--- src/rtl/vga_timing_receiver.sv ---
// Purpose : recover line/frame timing from an incoming VGA hsync/vsync/RGB stream, lock, and tag active pixels.
// Latency : 4 clocks from input sample capture to pix_* output (3 sync/edge stages + counters + output register).
// Backpressure: none; free-running stream at the pixel clock, every sample is consumed.
//
// Ports:
//   clk, rst              pixel clock, synchronous active-high reset
//   hsync_in, vsync_in    active-low syncs (asynchronous phase), rgb_in {R,G,B} 4 bits each
//   pix_valid/x/y/rgb     active-area sample and its recovered coordinate
//   locked                timing lock status
//   h_total, v_total      last measured line length (clocks) and frame length (lines)
module vga_timing_receiver #(
    parameter int H_SYNC      = 96,
    parameter int H_BACK      = 48,
    parameter int H_ACTIVE    = 640,
    parameter int V_SYNC      = 2,
    parameter int V_BACK      = 33,
    parameter int V_ACTIVE    = 480,
    parameter int LOCK_FRAMES = 2
) (
    input  logic        clk,
    input  logic        rst,
    input  logic        hsync_in,
    input  logic        vsync_in,
    input  logic [11:0] rgb_in,
    output logic        pix_valid,
    output logic [9:0]  pix_x,
    output logic [9:0]  pix_y,
    output logic [11:0] pix_rgb,
    output logic        locked,
    output logic [10:0] h_total,
    output logic [9:0]  v_total
);

    localparam logic [10:0] H_MAX = 11'h7FF;
    localparam logic [9:0]  V_MAX = 10'h3FF;
    localparam logic [10:0] HOFF  = 11'(H_SYNC + H_BACK);
    localparam logic [10:0] HEND  = 11'(H_SYNC + H_BACK + H_ACTIVE);
    localparam logic [9:0]  VOFF  = 10'(V_SYNC + V_BACK);
    localparam logic [9:0]  VEND  = 10'(V_SYNC + V_BACK + V_ACTIVE);
    localparam int          MW    = $clog2(LOCK_FRAMES + 1);
    localparam logic [MW-1:0] LOCK_N = MW'(LOCK_FRAMES);

    typedef enum logic [1:0] {SEARCH, MEASURE, LOCKED} state_t;

    // synchronizer / edge pipeline
    logic        hs_s1_q, hs_s2_q, hs_s3_q;
    logic        vs_s1_q, vs_s2_q, vs_s3_q;
    logic [11:0] rgb_s1_q, rgb_s2_q, rgb_s3_q, rgb_c_q;
    logic        hfall_q, vfall_q;

    // counters and lock state
    logic [10:0] h_q, h_ref_q;
    logic [9:0]  v_q, v_ref_q;
    logic        mism_q;
    logic [MW-1:0] match_q;
    state_t      state_q;

    logic [10:0] h_inc, h_d, h_tot_d;
    logic [9:0]  v_inc, v_d, v_tot_d;
    logic [MW-1:0] match_inc;
    logic        timeout, h_mis, v_match, active;

    // hfall_q/vfall_q/rgb_s3_q all describe the same sample: the one that was in stage 2
    // when the falling edge was seen against stage 3.
    always_ff @(posedge clk) begin
        if (rst) begin
            hs_s1_q  <= 1'b1; hs_s2_q <= 1'b1; hs_s3_q <= 1'b1;
            vs_s1_q  <= 1'b1; vs_s2_q <= 1'b1; vs_s3_q <= 1'b1;
            rgb_s1_q <= '0;   rgb_s2_q <= '0;  rgb_s3_q <= '0;
            hfall_q  <= 1'b0; vfall_q <= 1'b0;
        end else begin
            hs_s1_q  <= hsync_in; hs_s2_q  <= hs_s1_q;
            vs_s1_q  <= vsync_in; vs_s2_q  <= vs_s1_q;
            rgb_s1_q <= rgb_in;   rgb_s2_q <= rgb_s1_q;
            hs_s3_q  <= hs_s2_q;
            vs_s3_q  <= vs_s2_q;
            rgb_s3_q <= rgb_s2_q;
            hfall_q  <= hs_s3_q & ~hs_s2_q;
            vfall_q  <= vs_s3_q & ~vs_s2_q;
        end
    end

    always_comb begin
        h_inc     = (h_q == H_MAX) ? H_MAX : h_q + 11'd1;
        v_inc     = (v_q == V_MAX) ? V_MAX : v_q + 10'd1;
        h_d       = hfall_q ? 11'd0 : h_inc;
        // vsync wins over a coincident hsync fall
        v_d       = vfall_q ? 10'd0 : (hfall_q ? v_inc : v_q);
        h_tot_d   = hfall_q ? h_inc : h_total;
        // a coincident hsync fall closes the last line of the frame, so count it
        v_tot_d   = vfall_q ? (hfall_q ? v_inc : v_q) : v_total;
        timeout   = (h_d == H_MAX) || (v_d == V_MAX);
        h_mis     = hfall_q && (h_tot_d != h_ref_q);
        v_match   = (v_tot_d == v_ref_q);
        match_inc = match_q + 1'b1;
        // bounds checked before any subtraction, so ax/ay never wrap
        active    = (h_q >= HOFF) && (h_q < HEND) && (v_q >= VOFF) && (v_q < VEND);
    end

    always_ff @(posedge clk) begin
        if (rst) begin
            h_q     <= '0;
            v_q     <= '0;
            h_total <= '0;
            v_total <= '0;
            rgb_c_q <= '0;
        end else begin
            h_q     <= h_d;
            v_q     <= v_d;
            h_total <= h_tot_d;
            v_total <= v_tot_d;
            rgb_c_q <= rgb_s3_q;
        end
    end

    always_ff @(posedge clk) begin
        if (rst) begin
            state_q <= SEARCH;
            h_ref_q <= '0;
            v_ref_q <= '0;
            match_q <= '0;
            mism_q  <= 1'b0;
        end else if (timeout) begin
            state_q <= SEARCH;
            match_q <= '0;
            mism_q  <= 1'b0;
        end else begin
            case (state_q)
                SEARCH: begin
                    if (vfall_q) begin
                        h_ref_q <= h_tot_d;
                        v_ref_q <= v_tot_d;
                        match_q <= '0;
                        mism_q  <= 1'b0;
                        state_q <= MEASURE;
                    end
                end
                MEASURE: begin
                    if (vfall_q) begin
                        if (!mism_q && !h_mis && v_match) begin
                            match_q <= match_inc;
                            if (match_inc == LOCK_N) state_q <= LOCKED;
                        end else begin
                            h_ref_q <= h_tot_d;
                            v_ref_q <= v_tot_d;
                            match_q <= '0;
                        end
                        mism_q <= 1'b0;
                    end else if (h_mis) begin
                        mism_q <= 1'b1;
                    end
                end
                LOCKED: begin
                    if (h_mis || (vfall_q && !v_match)) state_q <= SEARCH;
                end
                default: state_q <= SEARCH;
            endcase
        end
    end

    // Output stage sees the state already updated for this sample, so a mismatching
    // edge drops locked/pix_valid together on the next output cycle.
    always_ff @(posedge clk) begin
        if (rst) begin
            pix_valid <= 1'b0;
            pix_x     <= '0;
            pix_y     <= '0;
            pix_rgb   <= '0;
            locked    <= 1'b0;
        end else begin
            locked    <= (state_q == LOCKED);
            pix_valid <= (state_q == LOCKED) && active;
            if ((state_q == LOCKED) && active) begin
                pix_x   <= 10'(h_q - HOFF);
                pix_y   <= v_q - VOFF;
                pix_rgb <= rgb_c_q;
            end else begin
                pix_rgb <= '0;
            end
        end
    end

endmodule

--- config.mk ---
export PLATFORM = sky130hd
export DESIGN_NAME = vga_timing_receiver
export DESIGN_NICKNAME = d
export VERILOG_FILES = /design/src/rtl/vga_timing_receiver.sv
export SDC_FILE = /design/constraint.sdc
export NUM_CORES = 1
export LEC_CHECK = 0
export BUFFER_PORTS_ARGS = -buffer_cell sky130_fd_sc_hd__buf_2
export CELL_PAD_IN_SITES_DETAIL_PLACEMENT = 1
export CELL_PAD_IN_SITES_GLOBAL_PLACEMENT = 1
export CORE_MARGIN = 2
export CORE_UTILIZATION = 41
export CTS_CLUSTER_SIZE = 10
export DETAILED_ROUTE_END_ITERATION = 10
export GPL_TIMING_DRIVEN = 0
export PLACE_DENSITY_LB_ADDON = 0.1
export RECOVER_POWER = 100
export SKIP_CTS_REPAIR_TIMING = 1
export SLEW_MARGIN = 20
export SYNTH_ARGS = -nofsm -noshare
export SYNTH_HDL_FRONTEND = slang
export SYNTH_SLANG_ARGS = --single-unit
--- constraint.sdc ---
create_clock -name clk -period 2.7 [get_ports clk]
set_input_delay 0.405 -clock clk [delete_from_list [all_inputs] [get_ports clk]]
set_output_delay 0.405 -clock clk [all_outputs]
set_load 0.02 [all_outputs]
## After elaboration in Yosys (flattened, before gate mapping)

Cells that the tools add are included.

| word-level totals | value |
|---|---|
| flip-flop bits (word level) | 158 |
| bits of input ports | 16 |
| output and inout bits | 55 |
| word-level logic and storage cells | 107 |

| cells by class | value |
|---|---|
| add/subtract/negate cells | 5 |
| magnitude comparators | 4 |
| equality and inequality tests | 16 |
| muxes and demuxes | 29 |
| bitwise gates (word level) | 6 |
| reductions and logical operators | 21 |

Operator list:

| operator | count |
|---|---|
| 10-bit two-way mux | 7 |
| 11-bit two-way mux | 6 |
| 11-bit equality test, second input constant | 2 |
| 11-bit one-hot mux with 2 select lines | 1 |
| 10-bit equality test, second input constant | 2 |
| 10-bit one-hot mux with 2 select lines | 1 |
| 2-bit two-way mux | 8 |
| 2-bit inequality test, second input constant | 6 |
| 11-bit by 1-bit adder with 11-bit output, second input constant | 1 |
| 11-bit by 8-bit >= comparator with 1-bit output, second input constant | 1 |
| 11-bit by 10-bit less-than comparator with 1-bit output, second input constant | 1 |
| 11-bit inequality test | 1 |
| 10-bit by 1-bit adder with 10-bit output, second input constant | 1 |
| 10-bit equality test | 1 |
| 10-bit by 6-bit >= comparator with 1-bit output, second input constant | 1 |
| 10-bit less-than comparator, second input constant | 1 |
| 5-bit AND reduction | 2 |
| 10-bit by 6-bit subtractor with 10-bit output, second input constant | 1 |
| 10-bit by 8-bit subtractor with 10-bit output, second input constant | 1 |
| 1-bit logical AND | 8 |
| 2-bit one-hot mux with 3 select lines | 1 |
| 3-bit AND reduction | 2 |
| 2-bit equality test, second input constant | 2 |
| 1-bit inverter | 4 |
| other kinds (12) | 19 |

## Depth between registers and ports, before layout

| depth | value |
|---|---|
| depth in word-level cells | 11 |
| gate-level depth with buffers | 12 |
| gate-level depth less buffers | 10 |

## Worst setup path before layout

Ideal clock, no wire load.

| path | value |
|---|---|
| kind | register to register |
| start | register v_q[1] |
| end | register h_ref_q[0] |
| setup time | 0.121 ns |
| data arrival time | 2.863 ns |
| data required time | 2.579 ns |
| setup slack | -0.284 ns |
| cell stages (with the launch flop) | 12 |
| buffers on the path | 2 |
| period minus slack after synthesis | 2.984 ns |
| cell sequence | dfxtp_1 > ha_1 > buf_2 > nand2_1 > o311ai_1 > o311ai_1 > xor2_1 > or4_4 > nor4_2 > a21boi_2 > buf_6 > mux2_4 |

| on the way | value |
|---|---|
| cells in the longest elaborated chain, start to end | 8 |
| elaborated cells on any way between the ends | 13 |
| classes of those cells | 1 x add/sub; 4 x eq/ne; 4 x mux; 1 x bitwise; 3 x reduce/logical |

Ends and longest elaborated chain:

| element | RTL line | text |
|---|---|---|
| start: declaration | 53 | `logic [9:0] v_q, v_ref_q;` |
| start signal: assignment | 109 | `v_q <= v_d;` |
| 10-bit by 1-bit adder with 10-bit output / 10-bit equality test (equally long branches) | 85 | `v_inc = (v_q == V_MAX) ? V_MAX : v_q + 10'd1;` |
| 10-bit two-way mux | 85 |  |
| 10-bit two-way mux * | 88, 91 |  |
| 10-bit two-way mux, on equally long branches | 91, 88 |  |
| 10-bit equality test, on equally long branches | 94, 92 |  |
| 1-bit logical AND / 1-bit logical OR (equally long branches) | 140, 92 |  |
| 2-bit inequality test (no source line) / 1-bit inverter (equally long branches) | -- |  |
| 5-bit AND reduction (no source line) * | -- |  |
| end signal: assignment | 131 | `h_ref_q <= h_tot_d;` |
| end signal: assignment | 144 | `h_ref_q <= h_tot_d;` |
| end: declaration | 52 | `logic [10:0] h_q, h_ref_q;` |

Mark *: on every way between the ends. The rest lies on a longest branch, timed or not.
A chain may end at the register's enable or synchronous reset.

## Final worst setup path

| path | value |
|---|---|
| start | register h_q[0] |
| end | register v_ref_q[4] |

| on the way | value |
|---|---|
| cells in the longest elaborated chain, start to end | 10 |
| elaborated cells on any way between the ends | 15 |
| classes of those cells | 1 x add/sub; 4 x eq/ne; 3 x mux; 1 x bitwise; 6 x reduce/logical |

Ends and longest elaborated chain:

| element | RTL line | text |
|---|---|---|
| start: declaration | 52 |  |
| start signal: assignment | 102 | `h_q <= '0;` |
| start signal: assignment | 108 | `h_q <= h_d;` |
| 11-bit by 1-bit adder with 11-bit output / 11-bit equality test (equally long branches) | 84 | `h_inc = (h_q == H_MAX) ? H_MAX : h_q + 11'd1;` |
| 11-bit two-way mux * | 84 |  |
| 11-bit two-way mux | 89 | `h_tot_d = hfall_q ? h_inc : h_total;` |
| 11-bit inequality test | 93 | `h_mis = hfall_q && (h_tot_d != h_ref_q);` |
| 1-bit logical AND | 93 |  |
| 1-bit logical NOT | 140 | `if (!mism_q && !h_mis && v_match) begin` |
| 1-bit logical AND (2 in a row) | 140 |  |
| 2-bit inequality test (no source line) | -- |  |
| 5-bit AND reduction (no source line) * | -- |  |
| end signal: assignment | 132 | `v_ref_q <= v_tot_d;` |
| end signal: assignment | 145 | `v_ref_q <= v_tot_d;` |
| end: declaration | 53 |  |

Marked as above.

==> parameters.txt <==
Parameter                              Value

Critical path
  FF-to-FF End    v_ref_q[4]$_SDFFE_PP0P_
  Required time of the critical path    about 3 ns
  R2r setup slk    -0.44 ns
  Cell type with the highest occurrence count on the critical path    sky130_fd_sc_hd__buf_6
  Worst reg2reg path startpoint    h_q[0]$_SDFF_PP0_
  Combined buffer and inverter count along the critical path    4
  Cell at the slowest stage of the critical path    sky130_fd_sc_hd__or4_4
  Highest fanout seen on the critical path    5
  WP depth    12
  Element type at the critical path end    flip-flop
  Length in cells of the worst reg-to-reg path    12
  Path type of the worst setup path    flip-flop to flip-flop
  Startpoint of the most critical setup path    h_q[0]$_SDFF_PP0_
  Critical path's top delay family    simple AND/OR/NAND/NOR gates
  Worst Path Arrival    3.45 ns
  Max stage delay on crit path    0.56 ns
  Crit start category    flip-flop
  CP Cell Sequence    buf_6, ha_4, nand4_1, buf_4, nor3_2, a31oi_1, or4_4, o41ai_4, buf_6, a21boi_4, buf_6, mux2_4
  Capture point of the worst path    v_ref_q[4]$_SDFFE_PP0P_

Power and ir drop
  Maximum ir drop on the vdd rail    0.4453 mV
  Proportion of power drawn by combinational gates    under 10%
  Sw power    around 0.0013 W
  Part of the total power dissipated in the clock network    between 40% and 50%
  Leak Pwr    3.192 nW
  Cell internal pwr    0.003815 W
  Power density relative to cell area    604.4 nW/um^2
  Sequential Power Share    46.8%
  Switching power as a share of total power    25.39%

Synthesis
  Synthesized Nets    just over 700
  Number of enable-type register cells in the synthesized netlist    0
  Sequential area share after synthesis    47.24%
  Yosys warning total    0
  Post-synthesis register bit count    158
  Number of different library cells in the post-synthesis netlist    around 70
  Synthesized area per cell    9.565 sq um
  Synthesized instance count    700
  Share of flip-flops with an asynchronous set or reset after synthesis    0%
  Post-synth design cell area    6695 sq um
  Dominant register cell in the synthesized netlist    sky130_fd_sc_hd__dfxtp_1

Final layout
  Share of post-route cells with drive strength above 1    a little under a quarter
  Nets    834
  Area used by multi-input combinational logic    3565 sq um
  Number of fill cells    1812
  Register area    ~3200 sq um
  Number of cells in the finished layout apart from fillers    1040
  Synthesis-to-finish area growth    26.37%
  Antenna diode instance count    0

Worst hold path
  Kind of path behind the tightest hold check    primary input to flip-flop

CTS
  Depth of the CTS H-tree    4
  Root buffer cell    sky130_fd_sc_hd__clkbuf_16
  Clock-pin slew on the worst setup and hold paths    0.07 ns
  Number of clock sinks seen by CTS    158
  TritonCTS clock tree    done
  Insertion delay of the later-clocked pin in the worst-skew pair    0.44 ns
  Number of buffers created by CTS    17
  Worst-case clock buffer depth    2

Die
  Die X-Extent    131.8 um
  Total core area    15940 sq um
  Number of placement rows    46
  Area of the die    17370 sq um
  Number of primary I/O pins    71
  DIE HEIGHT    131.8 um
  Effective utilization at floorplan    41.99%

Drt
  Starting DRT DRC Count    293
  Via Count    5451
  Wirelength, routed    between 15000 and 20000 um
  Detail-routed via count per cell    5.241
  DRC violations left    0
  Antenna-violating nets left    0
  First-pass DRT Iterations    4
  DR WL/cell    18.45 um

Global route
  Maximum number of pins on one net before global-route repair    18
  Initial antenna violation count    0
  Total congestion overflow    0
  Global router's overall resource usage    21.59%
  Wire length of the first global-routing pass    29800 um
  Number of global-route vias before repair    5680

STA
  RSZ-0062 raised after global routing    true
  Worst setup slack after layout    -0.4387 ns
  Final setup vio count    26
  Worst Tran Pin Value    about 0.75 ns
  Final number of max-transition violations    0
  Worst-case headroom to the max-slew limit    49.76%
  Hold slack    0.1596 ns
  Final hold viol count    0
  Minimum period implied by the final worst setup slack    3.139 ns
  Worst clock skew    0.01467 ns
  F_max    about 0.32 GHz
  Final clock period utilization by the worst path    116.2%

Job
  # Max-Cap Violations    0

Placement
  DP HPWL    13290 um
  GP Congestion    0.8397
  Placed Cells incl. Taps    986
  Port Buf Inserts    70

Outcome
  Violations in the final reports    setup timing
  Result of the run    finished with violations
## state kept, by name, summed over array words and instances, names as in the netlist, 10 cells and up
name / count
pix_x: 10
rgb_s2_q: 12
v_q: 10
h_q: 11
pix_y: 10
rgb_s3_q: 12
pix_rgb: 12
h_ref_q: 11
v_ref_q: 10
v_total: 10
rgb_c_q: 12
rgb_s1_q: 12
h_total: 11
## cells in the mapped netlist, types with 6 or more instances
| master | n | area share [%] |
|---|---|---|
| sky130_fd_sc_hd__or3_1 | 6 | 0.56 |
| sky130_fd_sc_hd__or2_2 | 8 | 0.75 |
| sky130_fd_sc_hd__nand2b_1 | 11 | 1.0 |
| sky130_fd_sc_hd__nand2_1 | 22 | 1.2 |
| sky130_fd_sc_hd__mux2_4 | 20 | 4.5 |
| sky130_fd_sc_hd__nand3_1 | 11 | 0.82 |
| sky130_fd_sc_hd__a21oi_1 | 24 | 1.8 |
| sky130_fd_sc_hd__xnor2_1 | 24 | 3.1 |
| sky130_fd_sc_hd__a31oi_1 | 11 | 1.0 |
| sky130_fd_sc_hd__o21ai_0 | 8 | 0.60 |
| sky130_fd_sc_hd__nor3_1 | 10 | 0.75 |
| sky130_fd_sc_hd__nand4_1 | 10 | 0.93 |
| sky130_fd_sc_hd__a211oi_1 | 18 | 2.0 |
| sky130_fd_sc_hd__xor2_1 | 8 | 1.0 |
| sky130_fd_sc_hd__buf_2 | 13 | 0.97 |
| sky130_fd_sc_hd__mux2i_1 | 15 | 2.2 |
| sky130_fd_sc_hd__nor2b_1 | 83 | 7.8 |
| sky130_fd_sc_hd__inv_1 | 13 | 0.73 |
| sky130_fd_sc_hd__and2_1 | 19 | 1.8 |
| sky130_fd_sc_hd__clkbuf_1 | 25 | 1.4 |
| sky130_fd_sc_hd__ha_1 | 7 | 1.3 |
| sky130_fd_sc_hd__nor2_1 | 80 | 4.5 |
| sky130_fd_sc_hd__dfxtp_1 | 158 | 47 |
| sky130_fd_sc_hd__and4_1 | 6 | 0.78 |
## cells by family after synthesis
| kind of cell | after synthesis | synth area share, % |
|---|---|---|
| xor gates and xnor gates | 32 | 4.186 |
| AOI/OAI and AO/OA | 106 | 11.49 |
| muxes | 37 | 7.064 |
| adders and majority gates | 7 | 1.308 |
| DFF | 158 | 47.24 |
| and+or+nand+nor | 295 | 24.33 |
| buffers and inverters | 65 | 4.373 |
## layout make-up
class / instances / area share (%)
clock buffers: 18 / 5.072
well taps: 216 / 3.194
flip-flops and latches: 158 / 37.65
plain buffers: 49 / 3.682
multi-input cells: 477 / 42.13
repair buffers: 93 / 5.575
clock inverters: 14 / 2.011
inverters: 15 / 0.6803
## layer usage
metal  track usage (%)  part of all wire (%)  routed length, um  vias to the layer above
met2             38.05                    50               9593                      115
met1             26.78                    45               8653                     2672
li1                  -                     -                  -                     2632
met5                 0                     0                  0                        -
met3             4.229                   3.1                598                       32
met4             6.401                   1.8                343                        0
## per-stage QoR
step	worst slack, ns	setup TNS (ns)	area, sq um	util [%]	total power [W]
2_1_floorplan	-0.1172	-2.344	6783	-	0.002611
3_3_place_gp	-0.6201	-15.80	7403	46.44	0.002688
3_5_place_dp	-0.6410	-18.65	7403	46.44	0.002695
4_1_cts	-0.7007	-20.78	8003	50.20	0.005127
5_1_grt	-0.5377	-12.60	8461	53.07	0.005282
6_report	-0.4387	-9.762	8461	53.07	0.005113
## power groups by stage
| stage | clock network (W) | registers [W] | logic, W |
|---|---|---|---|
| after floorplan | 0 | 0.00245 | 0.000161 |
| final | 0.00244 | 0.00239 | 0.000281 |
| after global placement | 0 | 0.00245 | 0.000241 |
| after global routing | 0.00258 | 0.00240 | 0.000307 |
| after detailed placement | 0 | 0.00245 | 0.000247 |
| after CTS | 0.00248 | 0.00239 | 0.000250 |
## placed cells by master, fill, tap and decap left out, drive strengths merged, types with 10 or more instances in the layout
cell type  instances
nand2b            11
nor3              10
o21ai             10
nand2             22
dfxtp            158
buf               58
xnor2             24
nand4             12
nor2              80
mux2              22
a211oi            18
nand3             12
inv               22
a21oi             24
a31oi             12
and2              20
mux2i             15
nor2b             83
clkbuf           102
## worst min path at each step
stage | from | endpoint | slack [ns] | depth (start not counted)
after floorplan | hs_s1_q$_SDFF_PP1_ | hs_s2_q$_SDFF_PP1_ | 0.39 | 1
after global placement | hs_s1_q$_SDFF_PP1_ | hs_s2_q$_SDFF_PP1_ | 0.39 | 1
final | vsync_in | vs_s1_q$_SDFF_PP1_ | 0.16 | 2
after detailed placement | hs_s1_q$_SDFF_PP1_ | hs_s2_q$_SDFF_PP1_ | 0.40 | 1
after global routing | vsync_in | vs_s1_q$_SDFF_PP1_ | 0.16 | 2
after CTS | vsync_in | vs_s1_q$_SDFF_PP1_ | 0.15 | 2
(Power assumes the default switching activity.)
